### config.mk
export PLATFORM = sky130hd
export DESIGN_NAME = tx_word_arbiter
export DESIGN_NICKNAME = d
export VERILOG_FILES = /design/src/rtl/tx_word_arbiter.sv
export SDC_FILE = /design/constraint.sdc
export NUM_CORES = 1
export LEC_CHECK = 0
export ABC_AREA = 1
export BUFFER_PORTS_ARGS = -buffer_cell sky130_fd_sc_hd__buf_4
export CORE_MARGIN = 10
export CORE_UTILIZATION = 40
export CTS_CLUSTER_SIZE = 24
export DETAILED_ROUTE_END_ITERATION = 12
export MAX_ROUTING_LAYER = met4
export PLACE_DENSITY = 0.75
export SLEW_MARGIN = 5
export SYNTH_ARGS = -nofsm -noshare
export SYNTH_HDL_FRONTEND = slang
export SYNTH_SLANG_ARGS = --single-unit
### constraint.sdc
create_clock -name i_clock -period 3 [get_ports i_clock]
set_input_delay 0.45 -clock i_clock [delete_from_list [all_inputs] [get_ports i_clock]]
set_output_delay 0.45 -clock i_clock [all_outputs]
set_load 0.05 [all_outputs]
### src/rtl/tx_word_arbiter.sv
// tx_word_arbiter
//   Round-robin arbiter that hands one 32-bit word at a time from three
//   requesters to the PC_TX serializer, then waits out the serializer's
//   busy handshake (busy rises, then falls) before granting again.
//
//   Optional build macro: TX_ARB_TIMEOUT_EN
//     When defined, a watchdog counts clocks spent in WAIT_BUSY/WAIT_DONE.
//     After TIMEOUT_CYCLES it forces the FSM back to IDLE and pulses
//     o_timeout. When undefined, no counter is built, o_timeout is tied
//     low and the wait states wait indefinitely.
//
// Ports
//   i_clock       rising-edge clock
//   i_reset_n     synchronous active-low reset
//   i_req_valid   per-requester "word pending", held until acked
//   i_reqN_word   requester N data, stable while its valid is high
//   o_req_ack     one-hot, one-cycle capture acknowledge
//   i_tx_busy     serializer busy flag
//   o_tx_word     registered word presented to the serializer
//   o_tx_start    one-cycle serialization start pulse
//   o_grant       index of the last granted requester
//   o_arb_idle    high while the FSM is in IDLE
//   o_timeout     one-cycle watchdog pulse (0 unless TX_ARB_TIMEOUT_EN)
module tx_word_arbiter #(
  parameter int unsigned NUM_REQ        = 3,
  parameter int unsigned TIMEOUT_CYCLES = 1023
) (
  input  logic        i_clock,
  input  logic        i_reset_n,
  input  logic [2:0]  i_req_valid,
  input  logic [31:0] i_req0_word,
  input  logic [31:0] i_req1_word,
  input  logic [31:0] i_req2_word,
  output logic [2:0]  o_req_ack,
  input  logic        i_tx_busy,
  output logic [31:0] o_tx_word,
  output logic        o_tx_start,
  output logic [1:0]  o_grant,
  output logic        o_arb_idle,
  output logic        o_timeout
);

  localparam logic [1:0] IDLE      = 2'd0;
  localparam logic [1:0] WAIT_BUSY = 2'd1;
  localparam logic [1:0] WAIT_DONE = 2'd2;

  logic [1:0]  state;
  logic [1:0]  state_hs;    // next state from the busy handshake alone
  logic [1:0]  state_next;  // handshake next state, overridden by watchdog
  logic        grant_now;
  logic [1:0]  pick;
  logic [31:0] pick_word;
  logic        wd_fire;

  // Round-robin search starting just after the last grant; the last
  // granted requester is checked last.
  always_comb begin
    int unsigned idx;
    logic        found;
    pick  = o_grant;
    found = 1'b0;
    for (int unsigned i = 1; i <= NUM_REQ; i++) begin
      idx = (int'(o_grant) + i) % NUM_REQ;
      if (!found && i_req_valid[2'(idx)]) begin
        pick  = 2'(idx);
        found = 1'b1;
      end
    end
  end

  always_comb begin
    case (pick)
      2'd0:    pick_word = i_req0_word;
      2'd1:    pick_word = i_req1_word;
      default: pick_word = i_req2_word;
    endcase
  end

  assign grant_now  = (state == IDLE) && (|i_req_valid) && !i_tx_busy;
  assign o_arb_idle = (state == IDLE);

  always_comb begin
    state_hs = state;
    case (state)
      IDLE:      if (grant_now)  state_hs = WAIT_BUSY;
      WAIT_BUSY: if (i_tx_busy)  state_hs = WAIT_DONE;
      WAIT_DONE: if (!i_tx_busy) state_hs = IDLE;
      default:                   state_hs = IDLE;
    endcase
  end

  assign state_next = wd_fire ? IDLE : state_hs;

  always_ff @(posedge i_clock) begin
    if (!i_reset_n) begin
      state      <= IDLE;
      o_req_ack  <= '0;
      o_tx_start <= 1'b0;
      o_tx_word  <= '0;
      o_grant    <= 2'd2;
    end else begin
      state      <= state_next;
      o_req_ack  <= '0;
      o_tx_start <= 1'b0;
      if (grant_now) begin
        o_tx_word  <= pick_word;
        o_req_ack  <= 3'b001 << pick;
        o_tx_start <= 1'b1;
        o_grant    <= pick;
      end
    end
  end

`ifdef TX_ARB_TIMEOUT_EN
  localparam int unsigned WDOG_W = $clog2(TIMEOUT_CYCLES + 1);

  logic [WDOG_W-1:0] wdog;

  // Fires on the edge where the count would reach TIMEOUT_CYCLES, so the
  // pulse appears TIMEOUT_CYCLES clocks after entering a wait state.
  assign wd_fire = (state != IDLE) && (state_hs == state) &&
                   (wdog == WDOG_W'(TIMEOUT_CYCLES - 1));

  always_ff @(posedge i_clock) begin
    if (!i_reset_n) begin
      wdog      <= '0;
      o_timeout <= 1'b0;
    end else begin
      o_timeout <= wd_fire;
      if (wd_fire || (state_hs != state) || (state == IDLE)) begin
        wdog <= '0;
      end else begin
        wdog <= wdog + 1'b1;
      end
    end
  end
`else
  // The limit is only consumed when the watchdog is built.
  logic unused_timeout_cfg;
  assign unused_timeout_cfg = (TIMEOUT_CYCLES != 0);
  assign wd_fire            = 1'b0;
  assign o_timeout          = 1'b0;
`endif

endmodule

==> qor.yml, run 1 <==
run_status:
  status: "finished, final reports clean"
sta:
  fin_setup_tns_ns: 0
  worst_hold_slack_ns: 0.363
  worst_slew_pin_slew_ns: 0.945
  skew_ns: 0.00676
  finalSetupViolCount: 0
  drv_slew: 0
  period_needed_ns: 2.79
  rsz0062_at_grt: "false"
  slew_headroom_pct: 37.0
  period_share_pct: 93.1
  maxClockFrequency_ghz: 0.358
  hold_viol_final: 0
  setup_slack_ns: 0.207
place:
  dpl_worst_slack_ns: 0.268
  numPortBuffers: 140
  hpwl_um: 6450
  dpl-instance-area_mm2: 0.00344
  place_inst: 575
  gp_congestion: 0.849
worst_setup_path:
  slowest_stage: "o21ai_2"
  crit_path_start_kind: "flip-flop"
  worst-setup-path-type: "flip-flop to flip-flop"
  cp-end-kind: "flip-flop"
  critPathMaxFanout: 22
  critPathBufInv: 1
  path_delay_family: "compound AO/OA/AOI/OAI gates"
  critical_path_required_ns: 3.24
  crit_path_end: "o_tx_word[11]"
  worstReg2RegStart: "o_grant[0]"
  cp.depth: 11
  slowest_delay_ns: 0.76
  cp-startpoint: "o_grant[0]"
  r2r_setup_slack_ns: 0.21
  reg2regPathDepth: 11
  path_cells: "inv_1, ha_1, o21ai_1, nand2_2, nand3_4, nand2_2, o21ai_2, nand3_1, nand3_1, nand2_1, nand2_1"
  arrival_ns: 3.03
  reg2reg_to: "o_tx_word[11]"
pwr:
  p_leak_nw: 1.92
  finalPower_mw: 4.38
  p_per_area_mw_per_mm2: 1230
  ir_worst_vdd_mv: 0.645
final_layout:
  layout-drive-gt1-share_pct: 33.3
  layout.cells.non_filler: 583
  layout.nets: 613
  n_fill_cell: 577
  final_area_mm2: 0.00355
  syn2layout_area_growth_pct: 49.1
  n_antenna_cell: 0
  final_util_pct: 60.7
route:
  vias: 2836
  wl_per_cell_um: 14.3
  drc: 0
  totalWireLength_um: 8360
  drt_iter0_markers: 130
  via_per_inst: 4.86
  drt_first_pass_iters: 4
  drtAntennaViolNets: 0
synthesis:
  yosysWarnings: 0
  ys_seq_area_share_pct: 33.6
  syn_area_per_cell_um2: 6.31
  synth-seq-cells: 40
  netlist_area_mm2: 0.00238
  yosysUniqueCellTypes: 28
  syn-num-nets: 484
  synthCells: 378
cts:
  cts.sinks: 40
  cts_buffers: 5
  clk_pin_slew_ns: 0.08
  clk_path_buf_depth: 2
  clock_latency_ns: 0.29
  cts_hold_buf: 0
  cts_tree: "yes"
  root_buffer: "clkbuf_8"
  htreeDepth: 2
  post_cts_buffers: 0
  cts-resized-gates: 0
grt:
  grt_max_degree: 38
  antenna_found_initial: 0
  grt_util_all_layers_pct: 17.2
  grt_overflow_total: 0
  grt_pass1_vias: 2740
  grt_pass1_wl_um: 13300
die:
  num_rows: 28
  die_h_um: 97.2
  ios: 142
  dieArea_mm2: 0.00945
  initial_core_util_pct: 40.7
  core-area_mm2: 0.00585
  dieWidth_um: 97.2
worst_hold_path:
  hp-class: "input port to flip-flop"
job:
  maxCapViolations: 0
[area by class of cell]
type	count	area, um2	share of cell area, %
clock inverters	3	42.5	1.20
repair buffers	144	1080	30.4
multi-input cells	284	1350	37.9
inverters	32	120	3.38
clock buffers	5	68.8	1.94
well taps	75	93.8	2.64
flip-flops and latches	40	801	22.5
[layer usage]
layer	track usage, %	share of wire (%)	up-vias
met5	-	0	-
met4	4.09	0.93	0
met3	5.83	7.5	10
met2	27.4	46	123
met1	20.3	45	1237
li1	-	-	1466
[sequential cells by signal, summed over array words and instances, names as in the netlist]
| name | flops |
|---|---|
| o_grant | 2 |
| state | 2 |
| o_tx_start | 1 |
| o_req_ack | 3 |
| o_tx_word | 32 |
[cell usage after synthesis, drive strengths merged]
| cell type | count | share of area [%] |
|---|---|---|
| buf | 18 | 4.6 |
| conb | 1 | 0.16 |
| o22ai | 1 | 0.26 |
| nand2 | 128 | 21 |
| nand3 | 92 | 20 |
| dfxtp | 40 | 34 |
| inv | 32 | 5.0 |
| nor3 | 4 | 1.0 |
| o21ai | 4 | 1.0 |
| clkbuf | 4 | 0.63 |
| ha | 4 | 2.1 |
| nor2 | 34 | 7.0 |
| o41ai | 1 | 0.37 |
| a21oi | 13 | 2.9 |
| a31oi | 2 | 0.52 |
[logic make-up after synthesis]
| logic type | after synthesis | synth area share [%] |
|---|---|---|
| other | 1 | 0.157 |
| adders and majority gates | 4 | 2.10 |
| and+or+nand+nor | 258 | 48.9 |
| buffers and inverters | 54 | 10.2 |
| AOI/OAI and AO/OA | 21 | 5.04 |
| DFF | 40 | 33.6 |
[placed cells by master, fill, tap and decap left out, types with 2 or more instances in the layout]
master,instances
buf_4,144
clkbuf_8,5
nand3_1,90
inv_2,4
nor2_4,3
dfxtp_1,40
o21ai_0,2
nand2_2,3
a21oi_1,12
inv_1,28
nand2_1,124
ha_1,4
nor3_1,3
a31oi_1,2
nor2_1,30
[worst min-delay path by stage]
stage	end	slack [ns]	cells past startpoint	from
after global placement	o_tx_word[24]	0.44	2	o_tx_word[24]
after detailed placement	o_tx_word[9]	0.44	2	o_tx_word[9]
final	state[0]	0.36	2	i_tx_busy
after floorplan	state[1]	0.43	1	state[1]
after CTS	state[0]	0.36	2	i_tx_busy
after global routing	state[0]	0.36	2	i_tx_busy
[power by group]
| part | switching, mW | leakage [nW] | internal (mW) |
|---|---|---|---|
| Combinational | 2.20 | 1.54 | 0.943 |
| Clock | 0.194 | 0.0541 | 0.246 |
| Sequential | 0.0924 | 0.328 | 0.703 |
| Total | 2.49 | 1.92 | 1.89 |
Note: power is estimated with default switching activity, not from simulation.
==> inputs of run 2 (changes only) <==
--- a/config.mk
+++ b/config.mk
@@ -8,11 +8,12 @@
 export ABC_AREA = 1
 export BUFFER_PORTS_ARGS = -buffer_cell sky130_fd_sc_hd__buf_4
 export CORE_MARGIN = 10
-export CORE_UTILIZATION = 40
+export CORE_UTILIZATION = 47
 export CTS_CLUSTER_SIZE = 24
 export DETAILED_ROUTE_END_ITERATION = 12
 export MAX_ROUTING_LAYER = met4
-export PLACE_DENSITY = 0.75
+export PLACE_DENSITY = 0.86
+export REMOVE_ABC_BUFFERS = 1
 export SLEW_MARGIN = 5
 export SYNTH_ARGS = -nofsm -noshare
 export SYNTH_HDL_FRONTEND = slang
==> run 2 against run 1 <==
Highest routed layer unchanged. Core utilization increased by 12 points. Critical path type unchanged. Die area is 12% lower. Sequential share of layout area rose by 0.22 points.
==> qor.yml, run 2 (synthesized netlist as in run 1, its figures left out) <==
die:
  die_h_um: 91.2  # was 97.2 um
  dieWidth_um: 91.2  # was 97.2 um
  core-area_mm2: 0.00482  # was 0.00585 mm2
  ios: 142  # unchanged
  num_rows: 25  # was 28
  initial_core_util_pct: 49.5  # was 40.7%
  dieArea_mm2: 0.00832  # was 0.00945 mm2
route:
  vias: 2929  # was 2,836
  via_per_inst: 5.10  # was 4.86
  drt_first_pass_iters: 4  # unchanged
  drtAntennaViolNets: 0  # unchanged
  wl_per_cell_um: 15.0  # was 14.3 um
  drt_iter0_markers: 129  # was 130
  totalWireLength_um: 8620  # was 8360 um
  drc: 0  # unchanged
cts:
  cts_buffers: 5  # unchanged
  cts_tree: "yes"  # unchanged
  htreeDepth: 2  # unchanged
  cts-resized-gates: 0  # unchanged
  clk_pin_slew_ns: 0.08  # about the same
  root_buffer: "clkbuf_8"  # unchanged
  post_cts_buffers: 0  # unchanged
  clk_path_buf_depth: 2  # unchanged
  cts_hold_buf: 0  # unchanged
  cts.sinks: 40  # unchanged
  clock_latency_ns: 0.29  # about the same
run_status:
  status: "finished, final reports clean"  # unchanged
worst_setup_path:
  cp-end-kind: "flip-flop"  # unchanged
  reg2reg_to: "o_tx_word[5]"  # was o_tx_word[11]
  arrival_ns: 2.94  # was 3.03 ns
  critPathBufInv: 2  # was 1
  path_delay_family: "simple AND/OR/NAND/NOR gates"  # was compound AO/OA/AOI/OAI gates
  slowest_stage: "nor2_4"  # was o21ai_2
  path_cells: "inv_1, ha_1, o21ai_1, nand2_2, nand3_1, nand3_1, nand2_1, nand2_4, nor2_4, nand2_1, nand3_1, nand2_1, inv_1"  # was inv_1, ha_1, o21ai_1, nand2_2, nand3_4, nand2_2, o21ai_2, nand3_1, nand3_1, nand2_1, nand2_1
  critPathMaxFanout: 37  # was 22
  reg2regPathDepth: 13  # was 11
  critical_path_required_ns: 3.24  # about the same
  r2r_setup_slack_ns: 0.30  # was 0.21 ns
  slowest_delay_ns: 0.41  # was 0.76 ns
  worst-setup-path-type: "flip-flop to flip-flop"  # unchanged
  crit_path_start_kind: "flip-flop"  # unchanged
  worstReg2RegStart: "o_grant[0]"  # unchanged
worst_hold_path:
  min_from: "i_tx_busy"  # unchanged
  holdPathEnd: "state[0]"  # unchanged
  hp-class: "input port to flip-flop"  # unchanged
  hold_depth: 2  # unchanged
final_layout:
  layout-drive-gt1-share_pct: 32.9  # was 33.3%
  n_fill_cell: 426  # was 577
  final_util_pct: 73.0  # was 60.7%
  layout.cells.non_filler: 574  # was 583
  final_cell_mix: "buf_4, nand2_1, nand3_1"  # unchanged
  syn2layout_area_growth_pct: 47.6  # was 49.1%
  layout.nets: 612  # was 613
  final_area_mm2: 0.00352  # was 0.00355 mm2
  largest_reg_flops: 32  # unchanged
  top_regs: "o_tx_word (32), o_req_ack (3)"  # unchanged
  n_antenna_cell: 0  # unchanged
  final_common_cell: "buf_4"  # unchanged
  regMostFlops: "o_tx_word"  # unchanged
pwr:
  finalPower_mw: 4.33  # was 4.38 mW
  p_leak_nw: 1.91  # was 1.92 nW
  p_per_area_mw_per_mm2: 1230  # about the same
  ir_worst_vdd_mv: 0.730  # was 0.645 mV
sta:
  skew_ns: 0.00490  # was 0.00676 ns
  maxClockFrequency_ghz: 0.371  # was 0.358 GHz
  worst_slew_pin_slew_ns: 0.899  # was 0.945 ns
  rsz0062_at_grt: "false"  # unchanged
  drv_slew: 0  # unchanged
  finalSetupViolCount: 0  # unchanged
  slew_headroom_pct: 40.1  # was 37.0%
  fin_setup_tns_ns: 0  # unchanged
  period_needed_ns: 2.70  # was 2.79 ns
  hold_viol_final: 0  # unchanged
  period_share_pct: 89.9  # was 93.1%
grt:
  grt_pass1_wl_um: 13600  # was 13,300 um
  grt_max_degree: 38  # unchanged
  grt_overflow_total: 0  # unchanged
  grt_util_all_layers_pct: 20.0  # was 17.2%
  antenna_found_initial: 0  # unchanged
  grt_pass1_vias: 2935  # was 2,740
place:
  place_inst: 566  # was 575
  numPortBuffers: 140  # unchanged
  dpl-instance-area_mm2: 0.00342  # was 0.00344 mm2
  gp_congestion: 0.867  # was 0.849
  hpwl_um: 6860  # was 6450 um
job:
  maxCapViolations: 0  # unchanged
[run 2: cell types whose count changed in the layout (fill, tap and decap cells not counted)]
cell and delta:
bufinv_16 -1, clkbuf_8 +1, buf_4 -1, clkinv_2 -1, clkbuf_1 +1
[run 2: power by group]
part / total (mW) / switching [mW] / internal (mW) / leakage [nW]
sequential: 0.801 / 0.0973 / 0.704 / 0.328
clock: 0.374 / 0.187 / 0.187 / 0.0445
combinational: 3.15 / 2.21 / 0.942 / 1.54
total: 4.33 / 2.49 / 1.83 / 1.91
[run 2: stage by stage]
step                      setup slack [ns]  hold WS, ns
after floorplan                     -0.217        0.427
after global placement               0.445        0.439
after detailed placement             0.349        0.445
after CTS                            0.308        0.362
after global routing                0.0633        0.367
final                                0.302        0.364
[run 2: worst max-delay path by stage]
stage,start,end,cells past startpoint
finish,o_grant[0],o_tx_word[5],13
global placement,o_grant[0],o_tx_word[9],11
CTS,o_grant[0],o_tx_word[19],11
global route,o_grant[0],o_tx_word[23],11
detailed placement,o_grant[0],o_tx_word[5],13
floorplan,o_grant[0],o_tx_word[10],11
[run 2: area by class of cell]
cell class / instances / area, um2 / area share (%)
Sequential cell: 40 / 801 / 22.8
Tap cell: 67 / 83.8 / 2.38
Inverter: 32 / 120 / 3.41
Timing Repair Buffer: 143 / 1070 / 30.5
Clock inverter: 1 / 7.51 / 0.213
Multi-Input combinational cell: 284 / 1350 / 38.3
Clock buffer: 7 / 86.3 / 2.45
[run 2: metal layers]
metal  wire length, um  part of all wire (%)  vias up  GRT usage [%]
met1              3450                    40     1304           21.4
met2              4150                    48      140           33.2
met3               847                   9.8       17           7.82
li1                  -                     -     1468              -
met5                 0                     0        -              -
met4               172                   2.0        0           6.40
[run 2: worst reg2reg max path, cell delays in order (launching register included)]
cell	delay, ns
dfxtp_1	0.38
inv_1	0.10
ha_1	0.40
o21ai_1	0.23
nand2_2	0.14
nand3_1	0.11
nand3_1	0.15
nand2_1	0.14
nand2_4	0.26
nor2_4	0.42
nand2_1	0.13
nand3_1	0.10
nand2_1	0.05
inv_1	0.04
==> inputs of run 3 (changes only) <==
--- a/config.mk
+++ b/config.mk
@@ -7,7 +7,6 @@
 export LEC_CHECK = 0
 export ABC_AREA = 1
 export BUFFER_PORTS_ARGS = -buffer_cell sky130_fd_sc_hd__buf_4
-export CORE_MARGIN = 10
 export CORE_UTILIZATION = 47
 export CTS_CLUSTER_SIZE = 24
 export DETAILED_ROUTE_END_ITERATION = 12
==> run 3 against run 2 <==
Worst setup slack got worse by 0.0051 ns. Sequential cell count did not move. Non-clock buffer count did not move. Core utilization rose by 0.76 points. Via count fell by 1.6%. Design area rose by 0.39%. Sequential share of layout area fell by 0.089 points. Power rose by 0.37%. Register-to-register slack barely moved. Critical path type unchanged.
==> qor.yml, run 3 (synthesized netlist as in run 1, its figures left out) <==
place:
  gp_congestion: 0.880  # was 0.867
  numPortBuffers: 140  # unchanged
  dpl_worst_slack_ns: 0.295  # was 0.349 ns
  hpwl_um: 5420  # was 6860 um
  dpl-instance-area_mm2: 0.00342  # unchanged
  place_inst: 566  # unchanged
pwr:
  power.internal_mw: 1.89  # was 1.83 mW
  p_comb_share_pct: 71.6  # was 72.8%
  p_leak_nw: 1.92  # was 1.91 nW
  clkPwrFrac_pct: 10.0  # was 8.6%
  p_sw_mw: 2.45  # was 2.49 mW
  p_seq_share_pct: 18.4  # was 18.5%
  p_per_area_mw_per_mm2: 1230  # about the same
  ir_worst_vdd_mv: 0.735  # was 0.730 mV
  switching_share_pct: 56.4  # was 57.6%
die:
  dieWidth_um: 73.2  # was 91.2 um
  ios: 142  # unchanged
  core-area_mm2: 0.00479  # was 0.00482 mm2
  dieArea_mm2: 0.00536  # was 0.00832 mm2
  die_h_um: 73.2  # was 91.2 um
  num_rows: 25  # unchanged
  initial_core_util_pct: 49.8  # was 49.5%
final_layout:
  final_cell_mix: "buf_4, nand2_1, nand3_1"  # unchanged
  regMostFlops: "o_tx_word"  # unchanged
  final_area_mm2: 0.00353  # was 0.00352 mm2
  syn2layout_area_growth_pct: 48.2  # was 47.6%
  top_regs: "o_tx_word (32), o_req_ack (3)"  # unchanged
  layout.nets: 612  # unchanged
  final_util_pct: 73.8  # was 73.0%
  n_antenna_cell: 0  # unchanged
  largest_reg_flops: 32  # unchanged
  layout.cells.non_filler: 574  # unchanged
  layout-drive-gt1-share_pct: 32.9  # unchanged
  final_common_cell: "buf_4"  # unchanged
route:
  vias: 2883  # was 2,929
  via_per_inst: 5.02  # was 5.10
  drtAntennaViolNets: 0  # unchanged
  totalWireLength_um: 7190  # was 8620 um
  drt_iter0_markers: 149  # was 129
  drt_first_pass_iters: 4  # unchanged
  drc: 0  # unchanged
  wl_per_cell_um: 12.5  # was 15.0 um
worst_setup_path:
  cp.depth: 11  # was 13
  critPathMaxFanout: 22  # was 37
  reg2regPathDepth: 11  # was 13
  slowest_stage: "o21ai_2"  # was nor2_4
  cp-end-kind: "flip-flop"  # unchanged
  crit_path_start_kind: "flip-flop"  # unchanged
  critPathBufInv: 1  # was 2
  slowest_delay_ns: 0.72  # was 0.41 ns
  path_cells: "inv_1, ha_1, o21ai_1, nand2_2, nand3_4, nand2_2, o21ai_2, nand3_1, nand3_1, nand2_1, nand2_1"  # was inv_1, ha_1, o21ai_1, nand2_2, nand3_1, nand3_1, nand2_1, nand2_4, nor2_4, nand2_1, nand3_1, nand2_1, inv_1
  r2r_setup_slack_ns: 0.30  # about the same
  critical_path_required_ns: 3.24  # about the same
  worst-setup-path-type: "flip-flop to flip-flop"  # unchanged
  path_delay_family: "compound AO/OA/AOI/OAI gates"  # was simple AND/OR/NAND/NOR gates
  arrival_ns: 2.94  # about the same
sta:
  slew_headroom_pct: 40.7  # was 40.1%
  maxClockFrequency_ghz: 0.370  # was 0.371 GHz
  hold_viol_final: 0  # unchanged
  finalSetupViolCount: 0  # unchanged
  setup_slack_ns: 0.297  # was 0.302 ns
  worst_slew_pin_slew_ns: 0.890  # was 0.899 ns
  drv_slew: 0  # unchanged
  rsz0062_at_grt: "false"  # unchanged
  skew_ns: 0.00564  # was 0.00490 ns
  period_needed_ns: 2.70  # about the same
  period_share_pct: 90.1  # was 89.9%
worst_hold_path:
  hold_depth: 2  # unchanged
  hp-class: "input port to flip-flop"  # unchanged
cts:
  clk_pin_slew_ns: 0.08  # about the same
  cts-resized-gates: 0  # unchanged
  clk_path_buf_depth: 2  # unchanged
  clock_latency_ns: 0.29  # about the same
  cts_tree: "yes"  # unchanged
  cts.sinks: 40  # unchanged
  post_cts_buffers: 0  # unchanged
  cts_buffers: 5  # unchanged
  htreeDepth: 2  # unchanged
  cts_hold_buf: 0  # unchanged
  root_buffer: "clkbuf_8"  # unchanged
grt:
  grt_max_degree: 38  # unchanged
  antenna_found_initial: 0  # unchanged
  grt_pass1_vias: 2750  # was 2,935
  grt_overflow_total: 0  # unchanged
  grt_util_all_layers_pct: 28.0  # was 20.0%
  grt_pass1_wl_um: 11500  # was 13,600 um
run_status:
  status: "finished, final reports clean"  # unchanged
job:
  maxCapViolations: 0  # unchanged
## run 3: final cells by class
class                   count  area, um2
clock buffers               6       72.6
clock inverters             2       35.0
fillers                   417       1250
inverters                  32        120
multi-input cells         284       1350
flip-flops and latches     40        801
well taps                  67       83.8
repair buffers            143       1070
## run 3: per-stage QoR
stage          hold WS [ns]  TNS, ns  total power [mW]
2_1_floorplan         0.427    -6.30              3.03
3_3_place_gp          0.439        0              3.85
3_5_place_dp          0.442        0              3.92
4_1_cts               0.370        0              4.36
5_1_grt               0.380        0              4.68
6_report              0.374        0              4.34
## run 3: power groups by stage
stage | Clock [mW] | Sequential, mW | Combinational [mW]
2_1_floorplan | 0 | 1.38 | 1.64
3_5_place_dp | 0 | 0.807 | 3.11
6_report | 0.434 | 0.799 | 3.11
3_3_place_gp | 0 | 0.805 | 3.05
4_1_cts | 0.443 | 0.799 | 3.12
5_1_grt | 0.464 | 0.821 | 3.40
## run 3: per-layer routing
layer,wire (um),GRT usage (%),up-vias
met5,0,-,-
met4,106,9.15,0
met3,669,6.77,8
met2,3630,51.3,137
met1,2790,29.1,1276
li1,-,-,1462
## run 3: final timing paths
check,startpoint,end
worst max register to register,o_grant[0],o_tx_word[19]
worst min register to register,o_tx_word[15],o_tx_word[15]
worst max-delay path,o_grant[0],o_tx_word[19]
worst min-delay path,i_tx_busy,state[0]
